===== config.mk =====
export PLATFORM = sky130hd
export DESIGN_NAME = neurotransmitter_level_integrator
export DESIGN_NICKNAME = d
export VERILOG_FILES = /design/src/rtl/neurotransmitter_level_integrator.sv
export SDC_FILE = /design/constraint.sdc
export NUM_CORES = 1
export LEC_CHECK = 0
export ABC_CLOCK_PERIOD_IN_PS = 3500
export BUFFER_PORTS_ARGS = -buffer_cell sky130_fd_sc_hd__buf_2
export CAP_MARGIN = 20
export CORE_MARGIN = 2
export CORE_UTILIZATION = 51
export CTS_BUF_LIST = sky130_fd_sc_hd__clkbuf_4 sky130_fd_sc_hd__clkbuf_8
export DETAILED_ROUTE_END_ITERATION = 10
export GPL_TIMING_DRIVEN = 0
export PLACE_DENSITY_LB_ADDON = 0.2
export SLEW_MARGIN = 20
export SYNTH_ARGS = -nofsm -noshare
export SYNTH_HDL_FRONTEND = slang
export SYNTH_SLANG_ARGS = --single-unit

===== constraint.sdc =====
create_clock -name clk -period 3.5 [get_ports clk]
set_clock_uncertainty 0.15 [all_clocks]
set_input_delay 0 -clock clk [delete_from_list [all_inputs] [get_ports clk]]
set_output_delay 0 -clock clk [all_outputs]
set_load 0.02 [all_outputs]

===== src/rtl/neurotransmitter_level_integrator.sv =====
// Prescaled integrator of regulator inc/dec requests into an 8-bit concentration,
// with saturation, idle drift toward baseline and a hysteretic 2-bit level.
module neurotransmitter_level_integrator #(
  parameter int PRESCALE    = 8,
  parameter int STEP_SLOW   = 1,
  parameter int STEP_FAST   = 4,
  parameter int RESET_LEVEL = 128,
  parameter int DRIFT_TICKS = 16,
  parameter int HYST        = 4
) (
  input  logic       clk,
  input  logic       rst,
  input  logic       ena,
  input  logic       inc,
  input  logic       dec,
  input  logic       fast,
  output logic [1:0] level,
  output logic [7:0] level_raw,
  output logic       at_max,
  output logic       at_min,
  output logic       tick
);
  // level state | meaning
  // 2'b00       | low band       (raw below ~64)
  // 2'b01       | mid-low band   (raw ~64..127)
  // 2'b10       | mid-high band  (raw ~128..191)
  // 2'b11       | high band      (raw ~192 and above)

  localparam logic [7:0] PRESC_LAST = 8'(PRESCALE - 1);
  localparam logic [7:0] IDLE_LAST  = 8'(DRIFT_TICKS - 1);
  localparam logic [7:0] BASE       = 8'(RESET_LEVEL);
  localparam logic [1:0] BASE_LVL   = BASE[7:6];
  localparam logic [8:0] STEP_S     = 9'(STEP_SLOW);
  localparam logic [8:0] STEP_F     = 9'(STEP_FAST);
  localparam logic [9:0] HYST_W     = 10'(HYST);

  logic [7:0] presc_q;
  logic [7:0] idle_q;
  logic [7:0] idle_nxt;
  logic [7:0] raw_q;
  logic [7:0] raw_nxt;
  logic [1:0] lvl_q;
  logic [1:0] lvl_nxt;
  logic       tick_q;
  logic       upd;
  logic [8:0] step;
  logic [8:0] sum9;
  logic [8:0] diff9;
  logic [9:0] up_thr;
  logic [9:0] dn_thr;

  assign upd = ena && (presc_q == PRESC_LAST);

  always_ff @(posedge clk) begin
    if (rst) begin
      presc_q <= 8'd0;
      idle_q  <= 8'd0;
      raw_q   <= BASE;
      lvl_q   <= BASE_LVL;
      tick_q  <= 1'b0;
    end else if (ena) begin
      presc_q <= upd ? 8'd0 : presc_q + 8'd1;
      tick_q  <= upd;
      if (upd) begin
        raw_q  <= raw_nxt;
        idle_q <= idle_nxt;
        lvl_q  <= lvl_nxt;
      end
    end else begin
      tick_q <= 1'b0;
    end
  end

  // 9-bit arithmetic: bit 8 flags overflow on add and borrow on subtract
  always_comb begin
    step     = fast ? STEP_F : STEP_S;
    sum9     = {1'b0, raw_q} + step;
    diff9    = {1'b0, raw_q} - step;
    raw_nxt  = raw_q;
    idle_nxt = idle_q;
    if (inc && !dec) begin
      raw_nxt  = sum9[8] ? 8'hFF : sum9[7:0];
      idle_nxt = 8'd0;
    end else if (dec && !inc) begin
      raw_nxt  = diff9[8] ? 8'h00 : diff9[7:0];
      idle_nxt = 8'd0;
    end else if (idle_q == IDLE_LAST) begin
      idle_nxt = 8'd0;
      if (raw_q < BASE) begin
        raw_nxt = raw_q + 8'd1;
      end else if (raw_q > BASE) begin
        raw_nxt = raw_q - 8'd1;
      end
    end else begin
      idle_nxt = idle_q + 8'd1;
    end
  end

  // band thresholds are judged against the value raw is about to take
  always_comb begin
    up_thr  = {2'b00, lvl_q, 6'd0} + 10'd64 + HYST_W;
    dn_thr  = {2'b00, lvl_q, 6'd0} - HYST_W;
    lvl_nxt = lvl_q;
    if (lvl_q != 2'd3 && {2'b00, raw_nxt} >= up_thr) begin
      lvl_nxt = lvl_q + 2'd1;
    end else if (lvl_q != 2'd0 && {2'b00, raw_nxt} < dn_thr) begin
      lvl_nxt = lvl_q - 2'd1;
    end
  end

  always_comb begin
    level     = lvl_q;
    level_raw = raw_q;
    at_max    = (raw_q == 8'hFF);
    at_min    = (raw_q == 8'h00);
    tick      = tick_q;
  end

endmodule


==> summary.txt <==
GRT Total Usage: 0.238
Avg Cell Area, Syn: 7.80 µm²
Synth top area cells: dfxtp_1, ha_1, nor2_1, a21oi_1, nand2_1
Fmax: 295 MHz
Sw Ratio: 0.246
Ports: 19
Skew-Pair Late Insertion Delay: 0.26 ns
DRT antenna net count: 0
Sequential fraction of the synthesis area: 0.237
Min Tclk post-route: 3.39 ns
Fin worst setup slack: 0.113 ns
Unrepaired setup endpoints after global routing: true
Clock Pin Slew Worst Setup and Hold Paths: 0.09 ns
FP Rows: 24
Max-Cap Viols: 0
Via count: 2319
Post-synth ARST share: 0
Post-DP HPWL: 4.30 mm
Layout cell share with drive strength beyond 1: 0.248
P&R area growth vs syn: 19.1%
Fin. max-slew vios: 0
VDD IR-drop max: 0.197 mV
Arrival @ worst endpoint: 3.44 ns
Wire length on met2: 2.88 mm
Met3 WL: 380 µm
Area of the mapped netlist: 0.00228 mm²
Vias/cell: 6.18
FF/Latch Area: 553 µm²
Setup violators final: 0
Final WL: 5.99 mm
Footprint of the multi-input gates: 0.00172 mm²
Leak pwr: 1.08 nW
Top-area cell type share of the netlist area: 0.237
Yosys cell types: 68
Total clock sinks: 27
Post-route cell area: 0.00271 mm²
Final Hold Fails: 0
Nets: 345
CP required: 3.55 ns
Switch Pwr: 141 µW
Die Ht: 70.8 µm
Core region area: 0.00432 mm²
Layout fillers: 400
Final Util: 0.628
Status: completed
Combinational share of power: 0.142
Pre-antenna DRT Iters: 5
CP max FO: 7
Worst Hold Class: primary input to flip-flop
Highest routed metal layer: met4
Vias in the first global route: 2106
Overall Power: 572 µW
Cells after synthesis: 292
Htree depth: 1
Yosys warnings: 0
Setup crit end kind: flip-flop
Ys flop type: dfxtp_1
Setup TNS: 0 ns
CP Class: flip-flop to flip-flop
Die Wd: 70.8 µm
Initial antenna violation count: 0
Root Driver: clkbuf_8
First-pass GRT wire length: 9.73 mm
Pint: 431 µW
CTS Buf Count: 3
Wl on met1: 2.51 mm
Largest net degree at the start of global routing: 15
DR iter-0 viols: 161
Post-Syn Nets: 313
Total die area: 0.00502 mm²
Residual DRC: 0
R2r worst-path depth: 14
Period utilization: 0.968
# diodes: 0
WHS Path Cells: 6
Power Density: 211 mW/mm²
Initial core utilization: 0.527
Grt ovf: 0
Number of synthesized register bits: 27
Flop pwr share: 0.540
Clock network power share: 0.317
Wire per inst: 16.0 µm
Cell taking the most area after synthesis: dfxtp_1
Max-slew headroom: 0.573
Worst-Margin Slew: 0.637 ns
PortBufs: 16
Worst slack, placed: -0.289 ns
Clock buffer depth: 2
Critical path launch point type: flip-flop
RD Place Congestion: 0.965
Dpl cell area: 0.00242 mm²
CTS tree: built
Post-synth EDFFs: 0
## metal layers
layer	up-vias	track usage
li1	1134	-
met1	1068	0.301
met2	97	0.382
met3	20	0.0456
met4	0	0.132
met5	-	0
## power by group through the flow
stage | clock [mW] | sequential (mW) | combinational (mW)
floorplan | 0 | 0.317 | 0.0508
global placement | 0 | 0.318 | 0.0661
detailed placement | 0 | 0.318 | 0.0670
CTS | 0.189 | 0.310 | 0.0756
global route | 0.201 | 0.309 | 0.0888
finish | 0.181 | 0.309 | 0.0813
## layout make-up
type / instances / area share
Buffer: 20 / 0.0493
Clock buffer: 4 / 0.0180
Inverter: 8 / 0.0111
Multi-Input combinational cell: 237 / 0.632
Sequential cell: 27 / 0.204
Tap cell: 52 / 0.0240
Timing Repair Buffer: 27 / 0.0618
## cell usage in the layout (no fill, tap or decap), types with 3 or more instances in the layout
| master | Yosys | layout |
|---|---|---|
| or3_1 | 4 | 4 |
| clkbuf_8 | 0 | 3 |
| buf_4 | 2 | 11 |
| o21ai_0 | 12 | 10 |
| nor3_2 | 2 | 4 |
| nand4_1 | 6 | 6 |
| buf_2 | 3 | 18 |
| nor3_1 | 11 | 9 |
| dfxtp_2 | 0 | 4 |
| inv_1 | 8 | 7 |
| nand2_1 | 19 | 19 |
| buf_6 | 2 | 3 |
| a31oi_1 | 4 | 3 |
| nand3_1 | 9 | 9 |
| nand3b_1 | 3 | 3 |
| a211oi_1 | 4 | 3 |
| dfxtp_1 | 27 | 21 |
| nor4_1 | 4 | 4 |
| nor2_1 | 38 | 36 |
| a21oi_1 | 15 | 15 |
| nand2b_1 | 7 | 7 |
| ha_1 | 15 | 10 |
| clkbuf_1 | 13 | 10 |
| ha_4 | 0 | 3 |
| mux2i_1 | 5 | 4 |
| o31ai_1 | 5 | 4 |
| xnor2_1 | 7 | 7 |
| nor2b_1 | 4 | 3 |
| xor2_1 | 8 | 8 |
| or4_1 | 4 | 3 |
| a21o_1 | 3 | 3 |
| o21ai_1 | 2 | 3 |
| nor2_2 | 1 | 3 |
## worst max-delay path, cell delays in order, from the launching register on
cell and delay, ns:
dfxtp_4 0.37, ha_4 0.21, buf_6 0.13, a21o_1 0.21, or3_1 0.37, xnor2_1 0.16
a21oi_1 0.10, mux2i_2 0.22, buf_4 0.17, ha_4 0.20, nand3b_1 0.10, a41oi_2 0.06
or4_4 0.56, a21oi_4 0.14, mux2i_1 0.18
## path summary, 6_finish.rpt
check | start | endpoint | slack (ns)
hold / removal | dec | level_raw[0] | 0.25
setup reg to reg | level_raw[2] | level[1] | 0.11
hold reg to reg | idle_q[1] | idle_q[1] | 0.35
setup / recovery | level_raw[2] | level[1] | 0.11
## Yosys cell counts (2+ instances only)
master and number:
a31oi_1 4, mux2i_1 5, xnor2_1 7, dfxtp_1 27
clkbuf_1 13, buf_4 2, ha_1 15, nand2_1 19
nor3_2 2, o211ai_1 2, nor2_1 38, and3_1 2
nor3b_1 2, o21ai_1 2, nor3_1 11, a221oi_1 2
buf_2 3, a21oi_1 15, a21o_1 3, o311a_1 2
o21ai_0 12, nand3_1 9, nor2b_1 4, or4_1 4
nand3b_1 3, or3_1 4, o21a_1 2, xor2_1 8
buf_6 2, a211oi_1 4, nand4_1 6, inv_1 8
o31ai_1 5, nand2b_1 7, and3b_1 2, nor4_1 4
## timing repair
item	4_1_cts	5_1_grt
hold buffers	2	0
endpoints found under the hold margin	3	0
gates resized for setup	20	24
buffers inserted	7	2
setup endpoints to repair	2	2
pin swaps	6	11
## state kept, by name (all words and copies together), names as in the netlist
register / count
idle_q: 8
presc_q: 8
tick: 1
level_raw: 8
level: 2
## kinds of logic after synthesis
logic type | share of synthesized area
flip-flops | 0.237
AO/OA/AOI/OAI | 0.207
buffers and inverters | 0.0577
XOR/XNOR | 0.0577
multiplexers | 0.0319
AND/OR/NAND/NOR | 0.326
adder cells (fa/ha/maj) | 0.0824
## metrics by stage
stage / hold slack (ns) / std cells
floorplan: 0.187 / 292
global placement: 0.257 / 360
detailed placement: 0.256 / 360
CTS: 0.220 / 373
global route: 0.263 / 375
finish: 0.253 / 375
No activity file was read; power rests on OpenSTA's default activity.
